$ cat src/rtl/bus_sel_pkg.sv
`default_nettype none
// ------------------------------------------------------------------
// bus_sel_pkg: shared bus-source code definitions for encoder/decoder
// Rev 1.0
// ------------------------------------------------------------------
package bus_sel_pkg;

  localparam int SEL_W = 5;
  localparam int OUT_W = 32;
  localparam logic [SEL_W-1:0] SRC_NONE = 5'h1F;

  typedef enum logic [1:0] {
    IDLE  = 2'd0,
    DRIVE = 2'd1,
    GAP   = 2'd2
  } state_t;

  function automatic logic is_valid_src(input logic [SEL_W-1:0] code, input int num_src);
    return (int'(code) < num_src);
  endfunction

endpackage
`default_nettype wire

$ cat src/rtl/onehot_dec_5_32.sv
`default_nettype none
// ------------------------------------------------------------------
// onehot_dec_5_32: combinational binary-to-one-hot source decoder
// Rev 1.0
// ------------------------------------------------------------------
module onehot_dec_5_32
  import bus_sel_pkg::*;
(
  input  logic [SEL_W-1:0] i_sel,
  output logic [OUT_W-1:0] o_onehot
);

  always_comb begin
    o_onehot        = '0;
    o_onehot[i_sel] = 1'b1;
  end

endmodule
`default_nettype wire

$ cat src/rtl/bus_source_decoder.sv
`default_nettype none
// ------------------------------------------------------------------
// bus_source_decoder: handshake-fed registered one-hot bus drive
// enable with fixed hold time and break-before-make gap.  Rev 1.0
// ------------------------------------------------------------------
module bus_source_decoder
  import bus_sel_pkg::*;
#(
  parameter int NUM_SRC     = 24,
  parameter int HOLD_CYCLES = 2,
  parameter int GAP_CYCLES  = 1
) (
  input  logic             clk,
  input  logic             clr_n,
  input  logic             req_valid,
  output logic             req_ready,
  input  logic [SEL_W-1:0] req_sel,
  output logic [OUT_W-1:0] drive_en,
  output logic             busy,
  output logic             done,
  output logic             err
);

  localparam int HCW = $clog2(HOLD_CYCLES + 1);
  localparam int GCW = (GAP_CYCLES > 0) ? $clog2(GAP_CYCLES + 1) : 1;
  localparam logic [HCW-1:0] HOLD_LOAD = HCW'(HOLD_CYCLES - 1);
  localparam logic [GCW-1:0] GAP_LOAD  = GCW'((GAP_CYCLES > 0) ? GAP_CYCLES - 1 : 0);

  state_t           r_state;
  state_t           w_state_nxt;
  logic [HCW-1:0]   r_hold_cnt;
  logic [HCW-1:0]   w_hold_nxt;
  logic [GCW-1:0]   r_gap_cnt;
  logic [GCW-1:0]   w_gap_nxt;
  logic [OUT_W-1:0] r_drive_en;
  logic [OUT_W-1:0] w_drive_nxt;
  logic             r_done;
  logic             w_done_nxt;
  logic             r_err;
  logic             w_err_nxt;
  logic [OUT_W-1:0] w_dec;
  logic             w_accept;

  onehot_dec_5_32 u_dec (
    .i_sel    (req_sel),
    .o_onehot (w_dec)
  );

  assign w_accept = req_valid && (r_state == IDLE);

  always_comb begin
    w_state_nxt = r_state;
    w_hold_nxt  = r_hold_cnt;
    w_gap_nxt   = r_gap_cnt;
    w_drive_nxt = r_drive_en;
    w_done_nxt  = 1'b0;
    w_err_nxt   = 1'b0;
    case (r_state)
      IDLE: begin
        if (w_accept) begin
          if (req_sel == SRC_NONE) begin
            w_done_nxt = 1'b1;
          end else if (is_valid_src(req_sel, NUM_SRC)) begin
            w_state_nxt = DRIVE;
            w_drive_nxt = w_dec;
            w_hold_nxt  = HOLD_LOAD;
          end else begin
            w_err_nxt = 1'b1;
          end
        end
      end
      DRIVE: begin
        if (r_hold_cnt == '0) begin
          // The done cycle is always a zero cycle, so break-before-make holds even without a gap.
          w_drive_nxt = '0;
          w_done_nxt  = 1'b1;
          if (GAP_CYCLES > 0) begin
            w_state_nxt = GAP;
            w_gap_nxt   = GAP_LOAD;
          end else begin
            w_state_nxt = IDLE;
          end
        end else begin
          w_hold_nxt = r_hold_cnt - HCW'(1);
        end
      end
      GAP: begin
        if (r_gap_cnt == '0) begin
          w_state_nxt = IDLE;
        end else begin
          w_gap_nxt = r_gap_cnt - GCW'(1);
        end
      end
      default: begin
        w_state_nxt = IDLE;
        w_drive_nxt = '0;
      end
    endcase
  end

  always_ff @(posedge clk or negedge clr_n) begin
    if (!clr_n) begin
      r_state    <= IDLE;
      r_hold_cnt <= '0;
      r_gap_cnt  <= '0;
      r_drive_en <= '0;
      r_done     <= 1'b0;
      r_err      <= 1'b0;
    end else begin
      r_state    <= w_state_nxt;
      r_hold_cnt <= w_hold_nxt;
      r_gap_cnt  <= w_gap_nxt;
      r_drive_en <= w_drive_nxt;
      r_done     <= w_done_nxt;
      r_err      <= w_err_nxt;
    end
  end

  assign req_ready = (r_state == IDLE);
  assign busy      = (r_state != IDLE);
  assign drive_en  = r_drive_en;
  assign done      = r_done;
  assign err       = r_err;

endmodule
`default_nettype wire

$ cat config.mk
export PLATFORM = sky130hd
export DESIGN_NAME = bus_source_decoder
export DESIGN_NICKNAME = d
export VERILOG_FILES = /design/src/rtl/bus_sel_pkg.sv /design/src/rtl/onehot_dec_5_32.sv /design/src/rtl/bus_source_decoder.sv
export SDC_FILE = /design/constraint.sdc
export NUM_CORES = 1
export LEC_CHECK = 0
export CAP_MARGIN = 20
export CORE_ASPECT_RATIO = 1.4
export CORE_MARGIN = 2
export CORE_UTILIZATION = 23
export CTS_CLUSTER_DIAMETER = 200
export DETAILED_ROUTE_END_ITERATION = 16
export HOLD_SLACK_MARGIN = 0.12
export SLEW_MARGIN = 40
export SYNTH_ARGS = -nofsm -noshare
export SYNTH_HDL_FRONTEND = slang
export SYNTH_SLANG_ARGS = --single-unit
$ cat constraint.sdc
create_clock -name clk -period 2.3 [get_ports clk]
set_clock_uncertainty 0.15 [all_clocks]
set_input_delay 0.345 -clock clk [delete_from_list [all_inputs] [get_ports clk]]
set_output_delay 0.345 -clock clk [all_outputs]
set_load 0.01 [all_outputs]
======== Word-level counts from Yosys, hierarchy flattened ========
Cells that the tools add are included.
word-level totals
  register bits ........................... 39
  bits in latches ......................... 0
  bits in writable memories ............... 0
  ROM bits ................................ 0
  input port bits ......................... 8
  logic and storage cells ................. 58
  memories ................................ 0
operators by class
  add/subtract/negate cells ............... 2
  multipliers ............................. 0
  divide/modulo/power cells ............... 0
  order comparisons ....................... 3
  equality and inequality tests ........... 9
  shift-type cells ........................ 0
  muxes and demuxes ....................... 26
  bitwise operators ....................... 1
  reductions and logical operators ........ 11
operators with widths
  operator               count
  $mux W32               4
  $pmux W32 S3           1
  $reduce_and A5 Y1      3
  $mux W2                6
  $mux W1                10
  $ne A2 B2 Y1 const B   4
  $lt A5 B6 Y1 const B   1
  $pmux W2 S3            1
  $reduce_bool A2 Y1     3
  $demux W1 S5           1
  $eq A5 B5 Y1 const B   1
  $ge A5 B1 Y1 const B   1
  $lt A5 B5 Y1 const B   1
  $logic_not A2 Y1       2
  $ne A2 B1 Y1 const B   2
  $pmux W1 S2            2
  $pmux W2 S2            1
  $eq A2 B1 Y1 const B   1
  $eq A2 B2 Y1 const B   1
  $logic_and A1 B1 Y1    2
  $reduce_and A2 Y1      1
  $sub A2 B1 Y2 const B  1
  $not A1 Y1             1
  $sub A1 B1 Y1 const B  1

======== Longest topological paths before layout ========
Gate-level depths: netlist (run 1).
  depth after elaboration ................. 8
  mapped depth ............................ 6

======== By module ========
A second synthesis (run 1) with hierarchy kept.
second synthesis, totals
  cells, all modules ...................... 215
  area, all modules ....................... 1,964.4 µm²
by module, submodules not included
  module              instances  cells an instance  area an instance (µm²)
  bus_source_decoder  1          168                1,750.4
  onehot_dec_5_32     1          47                 214.0

======== Worst setup path before layout (run 1) ========
Ideal clock, no wire load.
  kind .................................... register to register
  start point ............................. register r_hold_cnt[0]
  end point ............................... register r_drive_en[0], in the netlist drive_en[0]
  arrival time ............................ 1,212 ps
  required time ........................... 2,029 ps
  slack ................................... 817 ps
  stages on the path, launching flop included .. 7
  period minus slack after synthesis ...... 1,483 ps
  cells stage by stage .................... dfrtp_1 > inv_1 > ha_1 > o21ai_4 > a21boi_2 > buf_6 > a22o_1
between the ends
  longest elaborated chain between the ends .. 3
RTL lines
  element                      line                       source
  from (decl)                  bus_source_decoder.sv:31   logic [HCW-1:0] r_hold_cnt;
  from (signal assigned)       bus_source_decoder.sv:111  r_hold_cnt <= w_hold_nxt;
  $logic_not A2 Y1             bus_source_decoder.sv:73   if (r_hold_cnt == '0) begin
  $ne A2 B2 Y1 (no line)       --
  $reduce_and A5 Y1 (no line)  --
  to (signal assigned)         bus_source_decoder.sv:113  r_drive_en <= w_drive_nxt;
  to (decl)                    bus_source_decoder.sv:35   logic [OUT_W-1:0] r_drive_en;
No other way between the ends.
A chain may end at the register's enable or synchronous reset.

======== Final worst setup path (run 1) ========
  start point ............................. register r_state[1]
  end point ............................... output port req_ready
between the ends
  longest elaborated chain between the ends .. 1
RTL lines
  element                 line                       source
  from (decl)             bus_source_decoder.sv:29   state_t r_state;
  from (signal assigned)  bus_source_decoder.sv:110  r_state <= w_state_nxt;
  $logic_not A2 Y1        bus_source_decoder.sv:119  assign req_ready = (r_state == IDLE);
  to (decl)               bus_source_decoder.sv:16   output logic req_ready,
No other way between the ends.

==> results.rst, run 1 <==
.. list-table::
   :header-rows: 1

   * - Metric
     - Value
   * - Share of post-route cells with drive strength above 1
     - 0.124
   * - Commonest non-fill, non-tap cells in the layout
     - clkdlybuf4s50_1, dfrtp_1, nand4_1, nand2_1, o21ai_1
   * - Number of sinks driven by the clock tree
     - 38
   * - Number of cells in the design after placement
     - 279
   * - GRT Resource Usage Total
     - 0.102
   * - Pre-Repair DR Iteration Count
     - 4
   * - Endpoints failing setup
     - 0
   * - Flip-flop and latch count after synthesis
     - 38
   * - Final core utilization
     - 0.332
   * - Count of nets after finishing
     - 201
   * - Top-Level Pins
     - 44
   * - Total power divided by cell area
     - 888 nW/um^2
   * - Yosys warnings
     - 0
   * - Hold WS
     - 0.344 ns
   * - Summed negative setup slack over all endpoints
     - 0 ns
   * - Clock Tree Root
     - clkbuf_8
   * - Syn_nets
     - 151
   * - GRT overflow
     - 0
   * - Post-synthesis sequential area ratio
     - 0.570
   * - Highest ir drop seen on vdd
     - 302 uV
   * - Slew at the pin closest to its max-slew limit
     - 0.605 ns
   * - Classification of the worst-slack hold path
     - reg -> reg
   * - TritonCTS clock tree
     - built
   * - Resize count post-CTS
     - 0
   * - Element type at the critical path end
     - primary output
   * - Cts bufs inserted
     - 5
   * - Count of final hold-check violations
     - 0
   * - Core region area
     - 6980 sq um
   * - Post-CTS setup buffer count
     - 0
   * - Kind of cell adding the most delay to the critical path
     - buffers and inverters
   * - Post-detailed-placement cell area
     - 2200 sq um
   * - Clock latency reported for the late side of the worst-skew pair
     - 0.28 ns
   * - Tightest slew margin relative to the limit
     - 0.596
   * - PortBufs
     - 43
   * - Critical Path Source Type
     - flip-flop
   * - Initial standard-cell utilization of the core
     - 0.239
   * - Global-route wire length before repair
     - 6.35 mm
   * - Detailed Place HPWL
     - 2.80 mm
   * - Worst path cell trace
     - nor2_4 > clkdlybuf4s50_1
   * - Clock-pin transition on the worst setup and hold timing paths
     - 0.08 ns
   * - Final weighted congestion of routability-driven global placement
     - 0.700
   * - Ratio of routed vias to standard cells
     - 4.28
   * - Number of levels the H-tree was split into
     - 2
   * - Number of standard cells in the final layout excluding fillers
     - 288
   * - Total power
     - 2.06 mW
   * - Share of the clock period used by the worst path after layout
     - 0.955
   * - Average wire per cell in the routed design
     - 13.4 microns
   * - Post-route antenna net violation count
     - 0
   * - Overall die width
     - 76.0 microns
   * - Detailed-route DRC error count
     - 0
   * - Overall die area
     - 7960 sq um
   * - RSZ-0062 raised after global routing
     - no
   * - Number of distinct standard cells referenced by the synthesized netlist
     - 33
   * - Final wirelength
     - 3.86 mm
   * - Max-cap violations
     - 0
   * - Final-report max-slew violation count
     - 0
   * - Endpoint arrival time on the critical path
     - 1.70 ns
   * - Most frequent standard cell in the layout excluding fill and tap cells
     - clkdlybuf4s50_1
   * - Final critical-path setup slack
     - 0.104 ns
   * - Floorplan row count
     - 36
   * - Pleak
     - 0.973 nW
   * - Height of the die
     - 105 microns
   * - Number of antenna violations at the first check in global routing
     - 0
   * - Status
     - completed
   * - Endpoint required time on the critical path
     - 1.80 ns
   * - Mapped Avg Cell Area
     - 11.7 sq um
   * - Clock period minus final worst setup slack
     - 2.20 ns
   * - Worst Setup Slack post-DPL
     - 0.276 ns
   * - Cell type of the slowest stage on the worst timing path
     - clkdlybuf4s50_1
   * - Largest net degree at the start of global routing
     - 39
   * - Layout-stage area growth over the synthesis result
     - 38.9%
   * - N_diodes
     - 0
   * - Slowest stage delay, CP
     - 0.60 ns
   * - Largest buffer count on any clock path
     - 2
   * - Fmax achieved
     - 0.455 GHz
   * - Hold-fix buffer count after cts
     - 1
   * - Critical path start-end classification
     - reg -> out
   * - Total number of vias
     - 1,233
   * - Cells after Synth
     - 142
   * - Vias in the first global route
     - 1,248
   * - Maximum fanout along the worst path
     - 12
   * - Number of buffer and inverter instances along the worst setup path
     - 1
   * - Total standard cell area after synthesis
     - 1670 sq um
   * - Final std cell area, no fill
     - 2320 sq um
   * - Starting DRT DRC Count
     - 124
==> power breakdown <==
part           switching (mW)  internal (mW)
Sequential             0.0620          0.736
Clock                   0.230          0.325
Combinational           0.388          0.315
==> metal layers <==
metal	routed length (microns)	GRT usage	vias to the layer above
met5	0	0	-
met4	52	0.0429	0
met3	218	0.0363	4
met2	1770	0.152	31
met1	1820	0.133	589
li1	-	-	609
==> area by class of cell <==
class	count	area [sq um]
inverter	10	37.5
multi-input combinational	86	612
sequential	38	951
fill	707	4670
clock inverter	1	30.0
tap	95	119
clock buffer	7	76.3
timing repair buffer	51	490
==> state kept, by name (all words and copies together), names as in the netlist <==
| signal | flops |
|---|---|
| done | 1 |
| drive_en | 32 |
| r_hold_cnt | 2 |
| r_state | 2 |
| err | 1 |
==> cells by family after synthesis <==
family | count (synthesis) | synth area share
AND/OR/NAND/NOR | 51 | 0.202
flip-flops | 38 | 0.570
AO/OA/AOI/OAI | 33 | 0.152
buffers and inverters | 18 | 0.0630
multiplexers | 1 | 0.00600
adder cells (fa/ha/maj) | 1 | 0.00750
==> worst register-to-register path: stages (launching register included) <==
cell and delay [ns]:
dfrtp_1 0.59, nor2_4 0.14, buf_4 0.19, a21boi_2 0.30, buf_4 0.25, o2bb2ai_1 0.14
==> synth_stat cells, drive strengths merged <==
cell     number  area (sq um)
nor2          2          15.0
nor3b         4          30.0
or3           1          6.26
or3b          1          8.76
and3b         2          17.5
o21bai        2          15.0
and2          9          58.8
buf           8          67.6
nor3          1          5.00
a22oi         1          7.51
mux2i         1          10.0
inv          10          37.5
nand3         1          5.00
a21boi        2          30.0
o21ai        15          86.3
o2bb2ai       6          52.6
nand2        12          45.0
nor2b         1          6.26
ha            1          12.5
nand4        13          81.3
nor4b         1          23.8
a22o          7          61.3
and4bb        2          25.0
nand4b        1          8.76
dfrtp        38           951
==> path summary, 6_finish.rpt <==
path,to,depth (start not counted),slack (ns),from
worst max-delay path,req_ready,2,0.10,r_state[1]
worst min-delay path,drive_en[24],1,0.34,drive_en[24]
worst max register to register,drive_en[10],5,0.48,r_state[1]
worst min register to register,drive_en[24],1,0.34,drive_en[24]
max in group asynchronous,drive_en[1],2,1.25,clr_n
min in group asynchronous,drive_en[23],2,0.41,clr_n
Power figures use the tool's default switching activity.
==> inputs of run 2 (changes only) <==
--- a/config.mk
+++ b/config.mk
@@ -7,7 +7,6 @@
 export LEC_CHECK = 0
 export CAP_MARGIN = 20
 export CORE_ASPECT_RATIO = 1.4
-export CORE_MARGIN = 2
 export CORE_UTILIZATION = 23
 export CTS_CLUSTER_DIAMETER = 200
 export DETAILED_ROUTE_END_ITERATION = 16
==> run 2 against run 1 <==
Flip-flop and latch count unchanged. Total power is 5.7% higher. Non-clock buffer count increased by 1. Die area is 4.5% lower. Worst setup slack improved by 0.094 ns. Wire length decreased by 3.2%. Critical path type unchanged.
==> results.rst, run 2 (synthesis results as in run 1) <==
.. list-table::
   :header-rows: 1

   * - Metric
     - Value
   * - Slew at the pin closest to its max-slew limit
     - 0.471 ns (-0.133 ns)
   * - Layout-stage area growth over the synthesis result
     - 41.6%
   * - Final critical-path setup slack
     - 0.198 ns (+0.0940 ns)
   * - Core region area
     - 6980 sq um (unchanged)
   * - Post-detailed-placement cell area
     - 2200 sq um (+0.34%)
   * - Share of post-route cells with drive strength above 1
     - 0.139 (+0.0148)
   * - Worst Setup Slack post-DPL
     - 0.152 ns (-0.123 ns)
   * - GRT Resource Usage Total
     - 0.107 (+0.00593)
   * - Clock latency reported for the late side of the worst-skew pair
     - 0.28 ns (about the same)
   * - Fmax achieved
     - 0.476 GHz (+4.5%)
   * - Most frequent standard cell in the layout excluding fill and tap cells
     - clkdlybuf4s50_1
   * - Endpoint required time on the critical path
     - 1.80 ns (about the same)
   * - RSZ-0062 raised after global routing
     - no
   * - Highest ir drop seen on vdd
     - 399 uV (+32%)
   * - Hold EP
     - drive_en[26]
   * - Classification of the worst-slack hold path
     - reg -> reg
   * - Count of final hold-check violations
     - 0 (unchanged)
   * - Largest net degree at the start of global routing
     - 39 (unchanged)
   * - Clock-pin transition on the worst setup and hold timing paths
     - 0.08 ns (about the same)
   * - Floorplan row count
     - 36 (unchanged)
   * - Number of buffer and inverter instances along the worst setup path
     - 1 (unchanged)
   * - Kind of cell adding the most delay to the critical path
     - buffers and inverters
   * - Detailed-route DRC error count
     - 0 (unchanged)
   * - Share of the clock period used by the worst path after layout
     - 0.914 (-0.0409)
   * - Total power divided by cell area
     - 920 nW/um^2 (+3.7%)
   * - Slowest stage delay, CP
     - 0.57 ns (-0.03 ns)
   * - Average wire per cell in the routed design
     - 12.9 microns (-3.5%)
   * - Top-Level Pins
     - 44 (unchanged)
   * - Commonest non-fill, non-tap cells in the layout
     - clkdlybuf4s50_1, dfrtp_1, nand4_1, nand2_1, o21ai_1
   * - Worst path cell trace
     - nor2_4 > clkdlybuf4s50_1
   * - Endpoint arrival time on the critical path
     - 1.61 ns (-0.09 ns)
   * - Largest buffer count on any clock path
     - 2 (unchanged)
   * - Pleak
     - 1.00 nW (+3.1%)
   * - Clock Tree Root
     - clkbuf_8
   * - Overall die area
     - 7600 sq um (-4.5%)
   * - Number of antenna violations at the first check in global routing
     - 0 (unchanged)
   * - Maximum fanout along the worst path
     - 9 (-3)
   * - PortBufs
     - 43 (unchanged)
   * - Vias in the first global route
     - 1,241 (-0.56%)
   * - Hold wc startpoint
     - drive_en[26]
   * - Ratio of routed vias to standard cells
     - 4.19 (-2.2%)
   * - Post-route antenna net violation count
     - 0 (unchanged)
   * - Number of sinks driven by the clock tree
     - 38 (unchanged)
   * - Pre-Repair DR Iteration Count
     - 4 (unchanged)
   * - Count of nets after finishing
     - 202 (+0.50%)
   * - Endpoints failing setup
     - 0 (unchanged)
   * - Number of fill cells in the layout
     - 710 (+0.42%)
   * - Detailed Place HPWL
     - 2.74 mm (-2.0%)
   * - Clock period minus final worst setup slack
     - 2.10 ns (-0.0940 ns)
   * - Max-cap violations
     - 0 (unchanged)
   * - Cts bufs inserted
     - 5 (unchanged)
   * - Number of levels the H-tree was split into
     - 2 (unchanged)
   * - Overall die width
     - 74.0 microns (-2.6%)
   * - Global-route wire length before repair
     - 6.15 mm (-3.3%)
   * - Height of the die
     - 103 microns (-1.9%)
   * - Reg2reg start
     - r_state[1]
   * - Final weighted congestion of routability-driven global placement
     - 0.763 (+9.0%)
   * - GRT overflow
     - 0 (unchanged)
   * - Critical Path Source Type
     - flip-flop
   * - Critical path start-end classification
     - reg -> out
   * - Final std cell area, no fill
     - 2360 sq um (+2.0%)
   * - Summed negative setup slack over all endpoints
     - 0 ns (unchanged)
   * - N_diodes
     - 0 (unchanged)
   * - Tightest slew margin relative to the limit
     - 0.683 (+0.0873)
   * - Final-report max-slew violation count
     - 0 (unchanged)
   * - Total number of vias
     - 1,210 (-1.9%)
   * - Depth of the worst register-to-register path
     - 4 (-1)
   * - Cell type of the slowest stage on the worst timing path
     - clkdlybuf4s50_1
   * - Area of combinational cells with multiple inputs
     - 619 sq um (+1.2%)
   * - Starting DRT DRC Count
     - 18 (-85%)
   * - Hold Path Cell Cnt
     - 1 (unchanged)
   * - Reg2reg end
     - drive_en[4]
   * - Sequential cell area
     - 951 sq um (unchanged)
   * - Flip-flop count of the largest register after layout
     - 32 (unchanged)
   * - Element type at the critical path end
     - primary output
   * - TritonCTS clock tree
     - built
   * - Final wirelength
     - 3.74 mm (-3.2%)
   * - Initial standard-cell utilization of the core
     - 0.239 (unchanged)
   * - Reg2Reg Setup Slack
     - 0.54 ns (+0.06 ns)
   * - Status
     - completed
   * - Resize count post-CTS
     - 0 (unchanged)
## run 2: final cells by class
| type | instances | area share |
|---|---|---|
| Clock buffer | 5 | 0.0291 |
| Tap cell | 95 | 0.0503 |
| Clock inverter | 3 | 0.0291 |
| Inverter | 10 | 0.0159 |
| Timing Repair Buffer | 52 | 0.211 |
| Sequential cell | 38 | 0.403 |
| Multi-Input combinational cell | 86 | 0.262 |
## run 2: worst max-delay path by stage
stage	from	to	slack (ns)	depth (start not counted)
after floorplan	r_hold_cnt[0]	drive_en[0]	0.82	6
after global placement	req_sel[4]	drive_en[16]	0.18	4
after detailed placement	req_sel[3]	drive_en[4]	0.15	4
after CTS	r_state[1]	req_ready	0.16	2
after global routing	r_state[1]	req_ready	0.09	2
final	r_state[1]	req_ready	0.20	2
## run 2: report_power, final
part           internal, mW  total, mW  switching, mW
sequential            0.736      0.799         0.0632
clock                 0.434      0.671          0.236
combinational         0.312      0.704          0.392
total                  1.48       2.17          0.692
## run 2: routing by layer
| metal | wire length, microns | up-vias | GRT usage |
|---|---|---|---|
| li1 | - | 609 | - |
| met1 | 1740 | 568 | 0.144 |
| met2 | 1700 | 29 | 0.162 |
| met3 | 255 | 4 | 0.0332 |
| met4 | 51 | 0 | 0.0414 |
| met5 | 0 | - | 0 |
## run 2: metrics by stage
stage	util	cells	hold WS [ns]	power, mW
2_1_floorplan	-	142	-0.101	1.30
3_3_place_gp	0.316	280	0.327	1.49
3_5_place_dp	0.316	280	0.327	1.51
4_1_cts	0.337	289	0.350	2.19
5_1_grt	0.338	289	0.368	2.31
6_report	0.338	289	0.345	2.17
## run 2: repair_timing
item,CTS,global route
setup buffers,0,0
hold buffers,1,0
hold endpoints to repair,38,0
## run 2: worst reg2reg max path, stage by stage (launching register included)
cell	delay, ns
dfrtp_1	0.59
nor2_4	0.10
buf_4	0.21
a21boi_4	0.43
a22o_1	0.22
==> inputs of run 3 (changes only) <==
==> constraint.sdc (replaced) <==
create_clock -name clk -period 2.25 [get_ports clk]
set_clock_uncertainty 0.15 [all_clocks]
set_input_delay 0.3375 -clock clk [delete_from_list [all_inputs] [get_ports clk]]
set_output_delay 0.3375 -clock clk [all_outputs]
set_load 0.01 [all_outputs]
==> run 3 against run 2 <==
Wire length increased by 0.13%. Worst setup slack got worse by 0.058 ns. Via count increased by 2.4%. Die area unchanged. Cell count increased by 0.69%. Total power increased by 3.0%. Combinational power increased by 4.1%. Highest routed layer unchanged. Utilization increased by 0.11 points. Count of clock-buffer cells in the layout unchanged. Critical path depth unchanged. Worst hold slack got worse by 0.0039 ns. Register-to-register slack got worse by 0.19 ns.
==> results.rst, run 3 (synthesis results as in run 1) <==
.. list-table::
   :header-rows: 1

   * - Metric
     - Value
   * - Sequential cell area
     - 951 sq um (unchanged)
   * - PortBufs
     - 43 (unchanged)
   * - Hold WS
     - 0.341 ns (-0.00395 ns)
   * - Initial standard-cell utilization of the core
     - 0.239 (unchanged)
   * - Part of the total power dissipated in the clock network
     - 0.308 (about the same)
   * - Power dissipated by switching net loads
     - 710 uW (+2.6%)
   * - Clock-pin transition on the worst setup and hold timing paths
     - 0.08 ns (about the same)
   * - Endpoints failing setup
     - 0 (unchanged)
   * - Share of the clock period used by the worst path after layout
     - 0.938
   * - Clock period minus final worst setup slack
     - 2.11 ns
   * - Hold wc startpoint
     - drive_en[29]
   * - Core region area
     - 6980 sq um (unchanged)
   * - Number of antenna violations at the first check in global routing
     - 0 (unchanged)
   * - Final critical-path setup slack
     - 0.140 ns (-0.0577 ns)
   * - Reg2reg end
     - drive_en[0]
   * - Max-cap violations
     - 0 (unchanged)
   * - Layout-stage area growth over the synthesis result
     - 42.1%
   * - Number of buffer and inverter instances along the worst setup path
     - 1 (unchanged)
   * - Average wire per cell in the routed design
     - 12.9 microns (-0.55%)
   * - Reg2Reg Setup Slack
     - 0.35 ns (-0.19 ns)
   * - Resize count post-CTS
     - 0 (unchanged)
   * - Switching part of the total power
     - 0.317 (-0.00137)
   * - Fmax achieved
     - 0.474 GHz
   * - Number of sinks driven by the clock tree
     - 38 (unchanged)
   * - Floorplan row count
     - 36 (unchanged)
   * - Flip-flop count of the largest register after layout
     - 32 (unchanged)
   * - GRT Resource Usage Total
     - 0.113 (+0.00521)
   * - Number of fill cells in the layout
     - 716 (+0.85%)
   * - Commonest non-fill, non-tap cells in the layout
     - clkdlybuf4s50_1, dfrtp_1, nand4_1, nand2_1, o21ai_1
   * - Global-route wire length before repair
     - 6.31 mm (+2.7%)
   * - RSZ-0062 raised after global routing
     - no
   * - Internal power consumption
     - 1.53 mW (+3.2%)
   * - Area of combinational cells with multiple inputs
     - 612 sq um (-1.2%)
   * - Vias in the first global route
     - 1,237 (-0.32%)
   * - Overall die area
     - 7600 sq um (unchanged)
   * - Largest net degree at the start of global routing
     - 39 (unchanged)
   * - Total number of vias
     - 1,239 (+2.4%)
   * - Status
     - completed
   * - Pre-Repair DR Iteration Count
     - 4 (unchanged)
   * - Critical Path Source Type
     - flip-flop
   * - Hold EP
     - drive_en[29]
   * - Part of the power in registers
     - 0.365 (-0.002)
   * - Post-detailed-placement cell area
     - 2200 sq um (unchanged)
   * - Final weighted congestion of routability-driven global placement
     - 0.769 (+0.83%)
   * - Share of post-route cells with drive strength above 1
     - 0.148 (+0.00878)
   * - Summed negative setup slack over all endpoints
     - 0 ns (unchanged)
   * - Top-Level Pins
     - 44 (unchanged)
   * - Count of nets after finishing
     - 204 (+0.99%)
   * - N_diodes
     - 0 (unchanged)
   * - Maximum fanout along the worst path
     - 9 (unchanged)
   * - TritonCTS clock tree
     - built
   * - Total power divided by cell area
     - 945 nW/um^2 (+2.7%)
   * - Reg2reg start
     - r_state[1]
   * - Classification of the worst-slack hold path
     - reg -> reg
   * - Slew at the pin closest to its max-slew limit
     - 0.739 ns (+0.268 ns)
   * - Overall die width
     - 74.0 microns (unchanged)
   * - Clock Tree Root
     - clkbuf_8
   * - Depth of the worst register-to-register path
     - 4 (unchanged)
   * - Detailed Place HPWL
     - 2.77 mm (+0.92%)
   * - Beginning of the critical path
     - r_state[1]
   * - Hold Path Cell Cnt
     - 1 (unchanged)
   * - Total power
     - 2.24 mW (+3.0%)
   * - Clock latency reported for the late side of the worst-skew pair
     - 0.29 ns (about the same)
   * - Worst path cell trace
     - nor2_4 > clkdlybuf4s50_1
   * - Worst Setup Slack post-DPL
     - 0.0901 ns (-0.0623 ns)
   * - Post-route antenna net violation count
     - 0 (unchanged)
   * - Height of the die
     - 103 microns (unchanged)
   * - Cell type of the slowest stage on the worst timing path
     - clkdlybuf4s50_1
   * - Final std cell area, no fill
     - 2370 sq um (+0.32%)
   * - Endpoint required time on the critical path
     - 1.76 ns (-0.04 ns)
   * - Count of final hold-check violations
     - 0 (unchanged)
   * - Critical path start-end classification
     - reg -> out
   * - Final-report max-slew violation count
     - 0 (unchanged)
   * - Final wirelength
     - 3.75 mm (+0.13%)
   * - Most frequent standard cell in the layout excluding fill and tap cells
     - clkdlybuf4s50_1
   * - Kind of cell adding the most delay to the critical path
     - buffers and inverters
   * - Detailed-route DRC error count
     - 0 (unchanged)
   * - Number of levels the H-tree was split into
     - 2 (unchanged)
   * - GRT overflow
     - 0 (unchanged)
   * - Tightest slew margin relative to the limit
     - 0.504 (-0.179)
   * - Slowest stage delay, CP
     - 0.57 ns (about the same)
   * - Endpoint arrival time on the critical path
     - 1.62 ns (about the same)
   * - Largest buffer count on any clock path
     - 2 (unchanged)
   * - Highest ir drop seen on vdd
     - 396 uV (-0.73%)
   * - Starting DRT DRC Count
     - 27 (+9)
   * - Cts bufs inserted
     - 5 (unchanged)
   * - Pleak
     - 1.01 nW (+0.23%)
   * - Ratio of routed vias to standard cells
     - 4.26 (+1.7%)
   * - Comb power frac
     - 0.327 (+0.003)
   * - Critical Path Stages
     - 2 (unchanged)
   * - Element type at the critical path end
     - primary output
## run 3: what timing repair did
action | in CTS | in global routing
endpoints found under the hold margin | 38 | 0
setup endpoints to repair | 0 | 1
hold buffers | 1 | 0
buffers inserted | 0 | 2
## run 3: worst reg2reg max path, cell delays in order (launching register included)
cell,delay (ns)
dfrtp_1,0.59
nor2_4,0.12
buf_4,0.16
a21boi_2,0.59
a22o_1,0.25
## run 3: power by group through the flow
| stage | clock network [mW] | registers [mW] | logic, mW |
|---|---|---|---|
| finish | 0.690 | 0.817 | 0.733 |
| global route | 0.742 | 0.831 | 0.814 |
| CTS | 0.714 | 0.819 | 0.713 |
| detailed placement | 0 | 0.832 | 0.710 |
| global placement | 0 | 0.830 | 0.693 |
| floorplan | 0 | 0.814 | 0.518 |
## run 3: how the worst max path moves through the flow
stage / end / slack (ns)
2_1_floorplan: drive_en[0] / 0.77
3_3_place_gp: drive_en[16] / 0.15
3_5_place_dp: drive_en[4] / 0.09
4_1_cts: req_ready / 0.08
5_1_grt: req_ready / 0.04
6_report: req_ready / 0.14
## run 3: stage by stage
stage          utilization  cells
6_report             0.339    291
4_1_cts              0.337    289
3_3_place_gp         0.316    280
2_1_floorplan            -    142
3_5_place_dp         0.316    280
5_1_grt              0.339    291
## run 3: area by class of cell
cell class              instances  area share
inverters                      10      0.0158
multi-input cells              86       0.258
well taps                      95      0.0502
repair buffers                 54       0.216
flip-flops and latches         38       0.401
clock buffers                   5      0.0290
clock inverters                 3      0.0290
## run 3: routing by layer
metal | wire length [microns] | up-vias | global-route usage
met5 | 0 | - | 0
met4 | 73 | 0 | 0.0621
met3 | 241 | 5 | 0.0313
met2 | 1720 | 37 | 0.161
met1 | 1710 | 581 | 0.153
li1 | - | 616 | -
